`src/rtl/qcpu_pkg.sv`:
```
// Shared QCPU definitions: ROM fetch opcodes, responder states and pin-drive helpers.
package qcpu_pkg;

  localparam logic [7:0] CMD_READ  = 8'h03;
  localparam logic [7:0] CMD_QREAD = 8'h6B;

  localparam logic [3:0] OEB_OFF    = 4'hF;
  localparam logic [3:0] OEB_SINGLE = 4'b1101;
  localparam logic [3:0] OEB_QUAD   = 4'h0;

  typedef enum logic [2:0] {
    RSP_IDLE,
    RSP_CMD,
    RSP_ADDR,
    RSP_DUMMY,
    RSP_DATA,
    RSP_IGNORE
  } rsp_state_e;

  // First bit (single, on IO1) or high nibble (quad) of a freshly loaded byte.
  function automatic logic [3:0] first_io(input logic [7:0] b, input logic quad);
    if (quad) begin
      return b[7:4];
    end
    return {2'b00, b[7], 1'b0};
  endfunction

endpackage

```
`src/rtl/spi_pin_sync.sv`:
```
// Multi-flop synchroniser for SPI slave pins, with SCLK edge detection on the synced copy.
module spi_pin_sync #(
  parameter int SYNC_STAGES = 2
) (
  input  logic       clk_i,
  input  logic       rst_i,
  input  logic       cs_n_i,
  input  logic       sclk_i,
  input  logic [3:0] di_i,
  output logic       cs_n_o,
  output logic [3:0] di_o,
  output logic       sclk_rise_o,
  output logic       sclk_fall_o
);

  logic [SYNC_STAGES-1:0]      cs_q;
  logic [SYNC_STAGES-1:0]      sclk_q;
  logic [SYNC_STAGES-1:0][3:0] di_q;
  logic                        sclk_prev_q;

  always_ff @(posedge clk_i or posedge rst_i) begin
    if (rst_i) begin
      cs_q        <= '1;
      sclk_q      <= '0;
      di_q        <= '0;
      sclk_prev_q <= 1'b0;
    end else begin
      cs_q        <= {cs_q[SYNC_STAGES-2:0], cs_n_i};
      sclk_q      <= {sclk_q[SYNC_STAGES-2:0], sclk_i};
      di_q        <= {di_q[SYNC_STAGES-2:0], di_i};
      sclk_prev_q <= sclk_q[SYNC_STAGES-1];
    end
  end

  // di travels through the same depth as sclk, so a detected rise sees data aligned to it.
  assign cs_n_o      = cs_q[SYNC_STAGES-1];
  assign di_o        = di_q[SYNC_STAGES-1];
  assign sclk_rise_o = sclk_q[SYNC_STAGES-1] & ~sclk_prev_q;
  assign sclk_fall_o = ~sclk_q[SYNC_STAGES-1] & sclk_prev_q;

endmodule

```
`src/rtl/qspi_rom_responder.sv`:
```
// SPI/QSPI serial-ROM responder: decodes 0x03/0x6B fetches and streams bytes from a
// byte-wide memory port, one byte prefetched ahead of the byte on the wire.
module qspi_rom_responder
  import qcpu_pkg::*;
#(
  parameter int ADDR_W      = 16,
  parameter int SYNC_STAGES = 2,
  parameter int DUMMY_CLKS  = 8
) (
  input  logic              wb_clk_i,
  input  logic              wb_rst_i,
  input  logic              spi_cs_n,
  input  logic              spi_sclk,
  input  logic [3:0]        spi_di,
  output logic [3:0]        spi_do,
  output logic [3:0]        spi_oeb,
  output logic              mem_re,
  output logic [ADDR_W-1:0] mem_addr,
  input  logic [7:0]        mem_rdata,
  output logic              busy,
  output logic              cmd_err
);

  localparam logic [7:0] DUMMY_LAST = 8'(DUMMY_CLKS - 1);

  logic       cs_s;
  logic [3:0] di_s;
  logic       rise;
  logic       fall;
  logic       unused_di;

  spi_pin_sync #(
    .SYNC_STAGES (SYNC_STAGES)
  ) u_sync (
    .clk_i       (wb_clk_i),
    .rst_i       (wb_rst_i),
    .cs_n_i      (spi_cs_n),
    .sclk_i      (spi_sclk),
    .di_i        (spi_di),
    .cs_n_o      (cs_s),
    .di_o        (di_s),
    .sclk_rise_o (rise),
    .sclk_fall_o (fall)
  );

  // Command, address and dummy phases only ever listen on IO0.
  assign unused_di = ^di_s[3:1];

  rsp_state_e        state_q, state_d;
  logic [7:0]        cnt_q, cnt_d;
  logic              quad_q, quad_d;
  logic [ADDR_W-1:0] mem_addr_q, mem_addr_d;
  logic              mem_re_q, mem_re_d;
  logic              rd_vld_q, rd_vld_d;
  logic              buf_vld_q, buf_vld_d;
  logic              started_q, started_d;
  logic              rose_q, rose_d;
  logic [3:0]        do_q, do_d;
  logic [3:0]        oeb_q, oeb_d;
  logic              cmd_err_q, cmd_err_d;

  logic [7:0]        cmd_sh_q, cmd_sh_d;
  logic [ADDR_W-1:0] addr_sh_q, addr_sh_d;
  logic [7:0]        buf_q, buf_d;
  logic [7:0]        sh_q, sh_d;

  logic [7:0]        opcode;
  logic [ADDR_W-1:0] addr_next;
  logic [7:0]        byte_len;
  logic              load_byte;

  assign opcode    = {cmd_sh_q[6:0], di_s[0]};
  assign addr_next = {addr_sh_q[ADDR_W-2:0], di_s[0]};
  assign byte_len  = quad_q ? 8'd2 : 8'd8;

  always_ff @(posedge wb_clk_i or posedge wb_rst_i) begin
    if (wb_rst_i) begin
      state_q    <= RSP_IDLE;
      cnt_q      <= '0;
      quad_q     <= 1'b0;
      mem_addr_q <= '0;
      mem_re_q   <= 1'b0;
      rd_vld_q   <= 1'b0;
      buf_vld_q  <= 1'b0;
      started_q  <= 1'b0;
      rose_q     <= 1'b0;
      do_q       <= 4'h0;
      oeb_q      <= OEB_OFF;
      cmd_err_q  <= 1'b0;
    end else begin
      state_q    <= state_d;
      cnt_q      <= cnt_d;
      quad_q     <= quad_d;
      mem_addr_q <= mem_addr_d;
      mem_re_q   <= mem_re_d;
      rd_vld_q   <= rd_vld_d;
      buf_vld_q  <= buf_vld_d;
      started_q  <= started_d;
      rose_q     <= rose_d;
      do_q       <= do_d;
      oeb_q      <= oeb_d;
      cmd_err_q  <= cmd_err_d;
    end
  end

  always_ff @(posedge wb_clk_i) begin
    cmd_sh_q  <= cmd_sh_d;
    addr_sh_q <= addr_sh_d;
    buf_q     <= buf_d;
    sh_q      <= sh_d;
  end

  always_comb begin
    state_d    = state_q;
    cnt_d      = cnt_q;
    quad_d     = quad_q;
    mem_addr_d = mem_addr_q;
    mem_re_d   = 1'b0;
    rd_vld_d   = mem_re_q;
    buf_vld_d  = buf_vld_q;
    started_d  = started_q;
    rose_d     = rose_q;
    do_d       = do_q;
    oeb_d      = oeb_q;
    cmd_err_d  = cmd_err_q;
    cmd_sh_d   = cmd_sh_q;
    addr_sh_d  = addr_sh_q;
    buf_d      = buf_q;
    sh_d       = sh_q;
    load_byte  = 1'b0;

    // Deselect beats any SCLK edge seen in the same cycle; in-flight read data is dropped.
    if (state_q != RSP_IDLE && cs_s) begin
      state_d   = RSP_IDLE;
      cnt_d     = '0;
      buf_vld_d = 1'b0;
      started_d = 1'b0;
      rose_d    = 1'b0;
      do_d      = 4'h0;
      oeb_d     = OEB_OFF;
    end else begin
      if (rd_vld_q && (state_q == RSP_DUMMY || state_q == RSP_DATA)) begin
        buf_d     = mem_rdata;
        buf_vld_d = 1'b1;
      end

      unique case (state_q)
        RSP_IDLE: begin
          cnt_d = '0;
          if (!cs_s) begin
            state_d = RSP_CMD;
          end
        end

        RSP_CMD: begin
          if (rise) begin
            cmd_sh_d = opcode;
            cnt_d    = cnt_q + 8'd1;
            if (cnt_q == 8'd7) begin
              cnt_d = '0;
              if (opcode == CMD_READ) begin
                state_d = RSP_ADDR;
                quad_d  = 1'b0;
              end else if (opcode == CMD_QREAD) begin
                state_d = RSP_ADDR;
                quad_d  = 1'b1;
              end else begin
                state_d   = RSP_IGNORE;
                cmd_err_d = 1'b1;
              end
            end
          end
        end

        RSP_ADDR: begin
          if (rise) begin
            addr_sh_d = addr_next;
            cnt_d     = cnt_q + 8'd1;
            if (cnt_q == 8'd23) begin
              cnt_d      = '0;
              mem_addr_d = addr_next;
              mem_re_d   = 1'b1;
              started_d  = 1'b0;
              rose_d     = 1'b0;
              state_d    = quad_q ? RSP_DUMMY : RSP_DATA;
            end
          end
        end

        RSP_DUMMY: begin
          if (rise) begin
            cnt_d = cnt_q + 8'd1;
            if (cnt_q == DUMMY_LAST) begin
              cnt_d   = '0;
              state_d = RSP_DATA;
            end
          end
        end

        RSP_DATA: begin
          // The fall right after entry is not preceded by a data rise, so it must not shift.
          if (!started_q) begin
            load_byte = buf_vld_q;
          end else if (rise) begin
            rose_d = 1'b1;
            cnt_d  = cnt_q + 8'd1;
          end else if (fall && rose_q) begin
            rose_d = 1'b0;
            if (cnt_q == byte_len) begin
              load_byte = 1'b1;
            end else if (quad_q) begin
              sh_d = {sh_q[3:0], 4'h0};
              do_d = sh_q[3:0];
            end else begin
              sh_d = {sh_q[6:0], 1'b0};
              do_d = {2'b00, sh_q[6], 1'b0};
            end
          end
        end

        RSP_IGNORE: begin
          state_d = RSP_IGNORE;
        end

        default: begin
          state_d = RSP_IDLE;
        end
      endcase

      // Byte start: present the buffered byte and fetch the one after it.
      if (load_byte) begin
        sh_d       = buf_q;
        buf_vld_d  = 1'b0;
        started_d  = 1'b1;
        rose_d     = 1'b0;
        cnt_d      = '0;
        do_d       = first_io(buf_q, quad_q);
        oeb_d      = quad_q ? OEB_QUAD : OEB_SINGLE;
        mem_addr_d = mem_addr_q + ADDR_W'(1);
        mem_re_d   = 1'b1;
      end
    end
  end

  assign spi_do   = do_q;
  assign spi_oeb  = oeb_q;
  assign mem_re   = mem_re_q;
  assign mem_addr = mem_addr_q;
  assign busy     = (state_q != RSP_IDLE);
  assign cmd_err  = cmd_err_q;

endmodule

```
`config.mk`:
```
export PLATFORM = sky130hd
export DESIGN_NAME = qspi_rom_responder
export DESIGN_NICKNAME = d
export VERILOG_FILES = /design/src/rtl/qcpu_pkg.sv /design/src/rtl/spi_pin_sync.sv /design/src/rtl/qspi_rom_responder.sv
export SDC_FILE = /design/constraint.sdc
export NUM_CORES = 1
export LEC_CHECK = 0
export ABC_AREA = 0
export CAP_MARGIN = 0
export CORE_UTILIZATION = 29
export CTS_BUF_LIST = sky130_fd_sc_hd__clkbuf_2
export CTS_CLUSTER_SIZE = 16
export DETAILED_ROUTE_END_ITERATION = 16
export GPL_TIMING_DRIVEN = 0
export SETUP_SLACK_MARGIN = 0.2
export SYNTH_ARGS = -nofsm -noshare
export SYNTH_HDL_FRONTEND = slang
export SYNTH_SLANG_ARGS = --single-unit
```
`constraint.sdc`:
```
create_clock -name wb_clk_i -period 2.2 [get_ports wb_clk_i]
set_input_delay 0.44 -clock wb_clk_i [delete_from_list [all_inputs] [get_ports wb_clk_i]]
set_output_delay 0.44 -clock wb_clk_i [all_outputs]
set_load 0.02 [all_outputs]
```
==> metrics.md <==
| Metric | Value |
|---|---|
| M2 GR Usage | 0.248 |
| # IOs | 43 |
| Synth Area in Simple Gates | 0.179 |
| Cells after synthesis | 383 |
| Top-count cell post-synth | nand2_1 |
| Crit path max fanout | 10 |
| Required @ worst endpoint | 2.68 ns |
| Post-layout nets | around 500 |
| Post-synthesis mux area share | 0.0149 |
| Final ANT Viol Nets | 0 |
| RSZ-0062 raised after global routing | true |
| Largest net degree at the start of global routing | 32 |
| Top post-synthesis cells by count | 51 x nand2_1, 43 x dfrtp_1, 37 x edfxtp_1 |
| Cell row count | 42 |
| GRT Util Overall | 0.158 |
| Top-area cell type share of the netlist area | 0.275 |
| Synth warn | 0 |
| Adder-cell share of the synthesized area | 0.00619 |
| Die width | around 120 um |
| Post-DP HPWL | 7070 um |
| Max Freq | 463 MHz |
| GPL Wtd Cong | 0.854 |
| CTS max path bufs | 2 |
| FF+latch area | 2300 um^2 |
| Area grow syn2layout | 36.8% |
| Slew Limit Fails | 0 |
| Layout cells sized above 1 | 0.305 |
| DRT Wirelength | about 11000 um |
| Die Area | between 10000 and 15000 um^2 |
| Post-synthesis sequential area ratio | 0.567 |
| Mapped cell area | between 4000 and 5000 um^2 |
| Global-route wire length before repair | between 15000 and 20000 um |
| Type of origin of the critical path | flip-flop |
| Post-synth EDFFs | 37 |
| Pwr Total | 0.00376 W |
| CTS clk-pin slew, worst paths | 0.26 ns |
| Initial antenna violation count | 0 |
| Number of synthesized register bits | between 80 and 90 |
| Dominant cells by area after synthesis | edfxtp_1 27%, dfrtp_1 27%, nand2_1 4.7%, a21oi_1 4.1%, o21ai_0 4.0% |
| 1st-iter DRT viols | about 300 |
| Cell taking the most area after synthesis | edfxtp_1 |
| Final hold vios | 0 |
| H-tree Lvls | 3 |
| Worst-skew pair later-pin latency | approximately 0.56 ns |
| Xor/xnor share of the synthesized area | 0 |
| Area of the multi-input gates | 1820 um^2 |
| Worst VDD drop | around 0.00034 V |
| HP Class | input pin to async pin |
| Crit path kind | flip-flop to flip-flop |
| Grt met1 use | 0.217 |
| Slew headroom | 0.406 |
| Wire per inst | approximately 17 um |
| Final setup violation count | 0 |
| Syn_area_per_cell | 10.6 um^2 |
| TritonCTS clock tree | yes |
| Root buffer cell | clkbuf_2 |
| Busiest grt layer | met2 |
| Arr. time, crit path | about 2.6 ns |
| PortBufs | 39 |
| DRC Markers | 0 |
| Via count | 3459 |
| Inserted Clock Buffers | 9 |
| Library cells used by synthesis | 60 |
| Max Cap Viol | 0 |
| Skew final | ~0.035 ns |
| P_leak | ~2.3 nW |
| Fin util | 0.413 |
| Die span in y | about 120 um |
| Initial Utilization | 0.302 |
| Vias in the first global route | 3330 |
| Avg Vias per Cell | ~5.2 |
| Fin crit share | 0.981 |
| Largest family of logic cells by synthesized area | compound AO/OA/AOI/OAI gates |
| Met3 Usage GRT | 0.0242 |
| Compound-Gate Fraction of Synth Area | 0.190 |
| Syn nets | 401 |
| Post-synth ARST share | 0.560 |
| Synth Flop Type | dfrtp_1 |
| CTS sink cnt | 84 |
| Pwr dens | about 680 nW/um^2 |
| Min Tclk post-route | 2.16 ns |
| First-pass DRT Iterations | 5 |
| Filler Cells Inserted | 1284 |
| Status | completed |
| Grt ovf | 0 |
| Worst-margin pin slew | around 0.9 ns |
| Antenna cells | 0 |
| Area of the core | 13400 um^2 |
| Crit. End Element | flip-flop |
==> layout by cell type, fill, tap and decap left out, drive strengths merged, types with 7 or more instances in the layout <==
| cell | instances |
|---|---|
| a21oi | 34 |
| and3 | 9 |
| buf | 65 |
| clkbuf | 22 |
| clkdlybuf4s50 | 12 |
| dfrtp | 43 |
| dlygate4sd2 | 22 |
| edfxtp | 37 |
| inv | 10 |
| nand2 | 51 |
| nand2b | 8 |
| nand3 | 13 |
| nand4 | 7 |
| nor2 | 16 |
| nor2b | 8 |
| nor3 | 7 |
| o21ai | 34 |
==> where the power goes <==
group	leakage (nW)	internal [W]	switching, W
sequential	0.952	0.00170	0.0000496
clock	0.0703	0.000278	0.000577
combinational	1.26	0.000530	0.000621
total	2.28	0.00251	0.00125
==> registers in the layout, summed over array words and instances, names as in the netlist, 2 cells and up <==
signal         cells
state_q            3
mem_addr          16
buf_q              8
u_sync.cs_q        2
addr_sh_q         15
spi_oeb            2
cmd_sh_q           7
spi_do             4
u_sync.sclk_q      2
cnt_q              8
sh_q               7
==> logic make-up after synthesis <==
family / after synthesis
AND/OR/NAND/NOR: 140
adder cells (fa/ha/maj): 2
buffers and inverters: 34
flip-flops: 84
AO/OA/AOI/OAI: 117
multiplexers: 6
==> final cells by class <==
type	instances	area share
flip-flops and latches	84	0.416
inverters	9	0.00611
multi-input cells	265	0.328
clock inverters	6	0.0133
plain buffers	24	0.0376
well taps	176	0.0398
clock buffers	10	0.00905
repair buffers	87	0.150
==> final timing paths <==
check	from	endpoint	slack, ns	depth (start not counted)
hold / removal	wb_rst_i	mem_addr[12]$_DFFE_PP0P_	0.14	2
setup reg to reg	state_q[0]$_DFFE_PP0P_	spi_do[3]$_DFFE_PP0P_	0.04	10
min in group wb_clk_i	spi_cs_n	u_sync.cs_q[0]$_DFF_PP1_	0.26	1
hold reg to reg	u_sync.cs_q[0]$_DFF_PP1_	u_sync.cs_q[1]$_DFF_PP1_	0.38	0
setup / recovery	state_q[0]$_DFFE_PP0P_	spi_do[3]$_DFFE_PP0P_	0.04	10
max in group asynchronous	wb_rst_i	u_sync.cs_q[0]$_DFF_PP1_	1.45	3
==> worst max-delay path, stage by stage, from the launching register on <==
cell     delay (ns)
dfrtp_2        0.46
or3b_1         0.39
buf_6          0.14
a21o_1         0.16
buf_6          0.12
a21oi_4        0.15
buf_6          0.16
buf_4          0.12
buf_8          0.13
nand4_1        0.10
a31oi_1        0.16
==> stage by stage <==
stage / setup WS, ns / hold slack, ns / std cells / setup TNS (ns) / area (um^2)
2_1_floorplan: 0.180 / 0.331 / 383 / 0 / 4080
3_3_place_gp: -0.442 / 0.333 / 598 / -23.22 / 4690
3_5_place_dp: -0.253 / 0.335 / 599 / -5.33 / 4710
4_1_cts: 0.0538 / 0.115 / 646 / 0 / 5250
5_1_grt: -0.0650 / 0.118 / 661 / -0.610 / 5530
6_report: 0.0410 / 0.143 / 661 / 0 / 5530
==> routing by layer <==
layer	vias to the layer above	wire length, um
met2	116	5330
li1	1613	-
met5	-	0
met4	0	185
met3	14	458
met1	1716	5040
==> timing repair <==
action	in CTS	in global routing
hold buffers	0	0
setup endpoints to repair	109	75
pin swaps	21	9
resized for setup	98	44
hold endpoints to repair	0	0
gates cloned	4	2
buffers inserted	28	13
No activity file was read; power rests on OpenSTA's default activity.
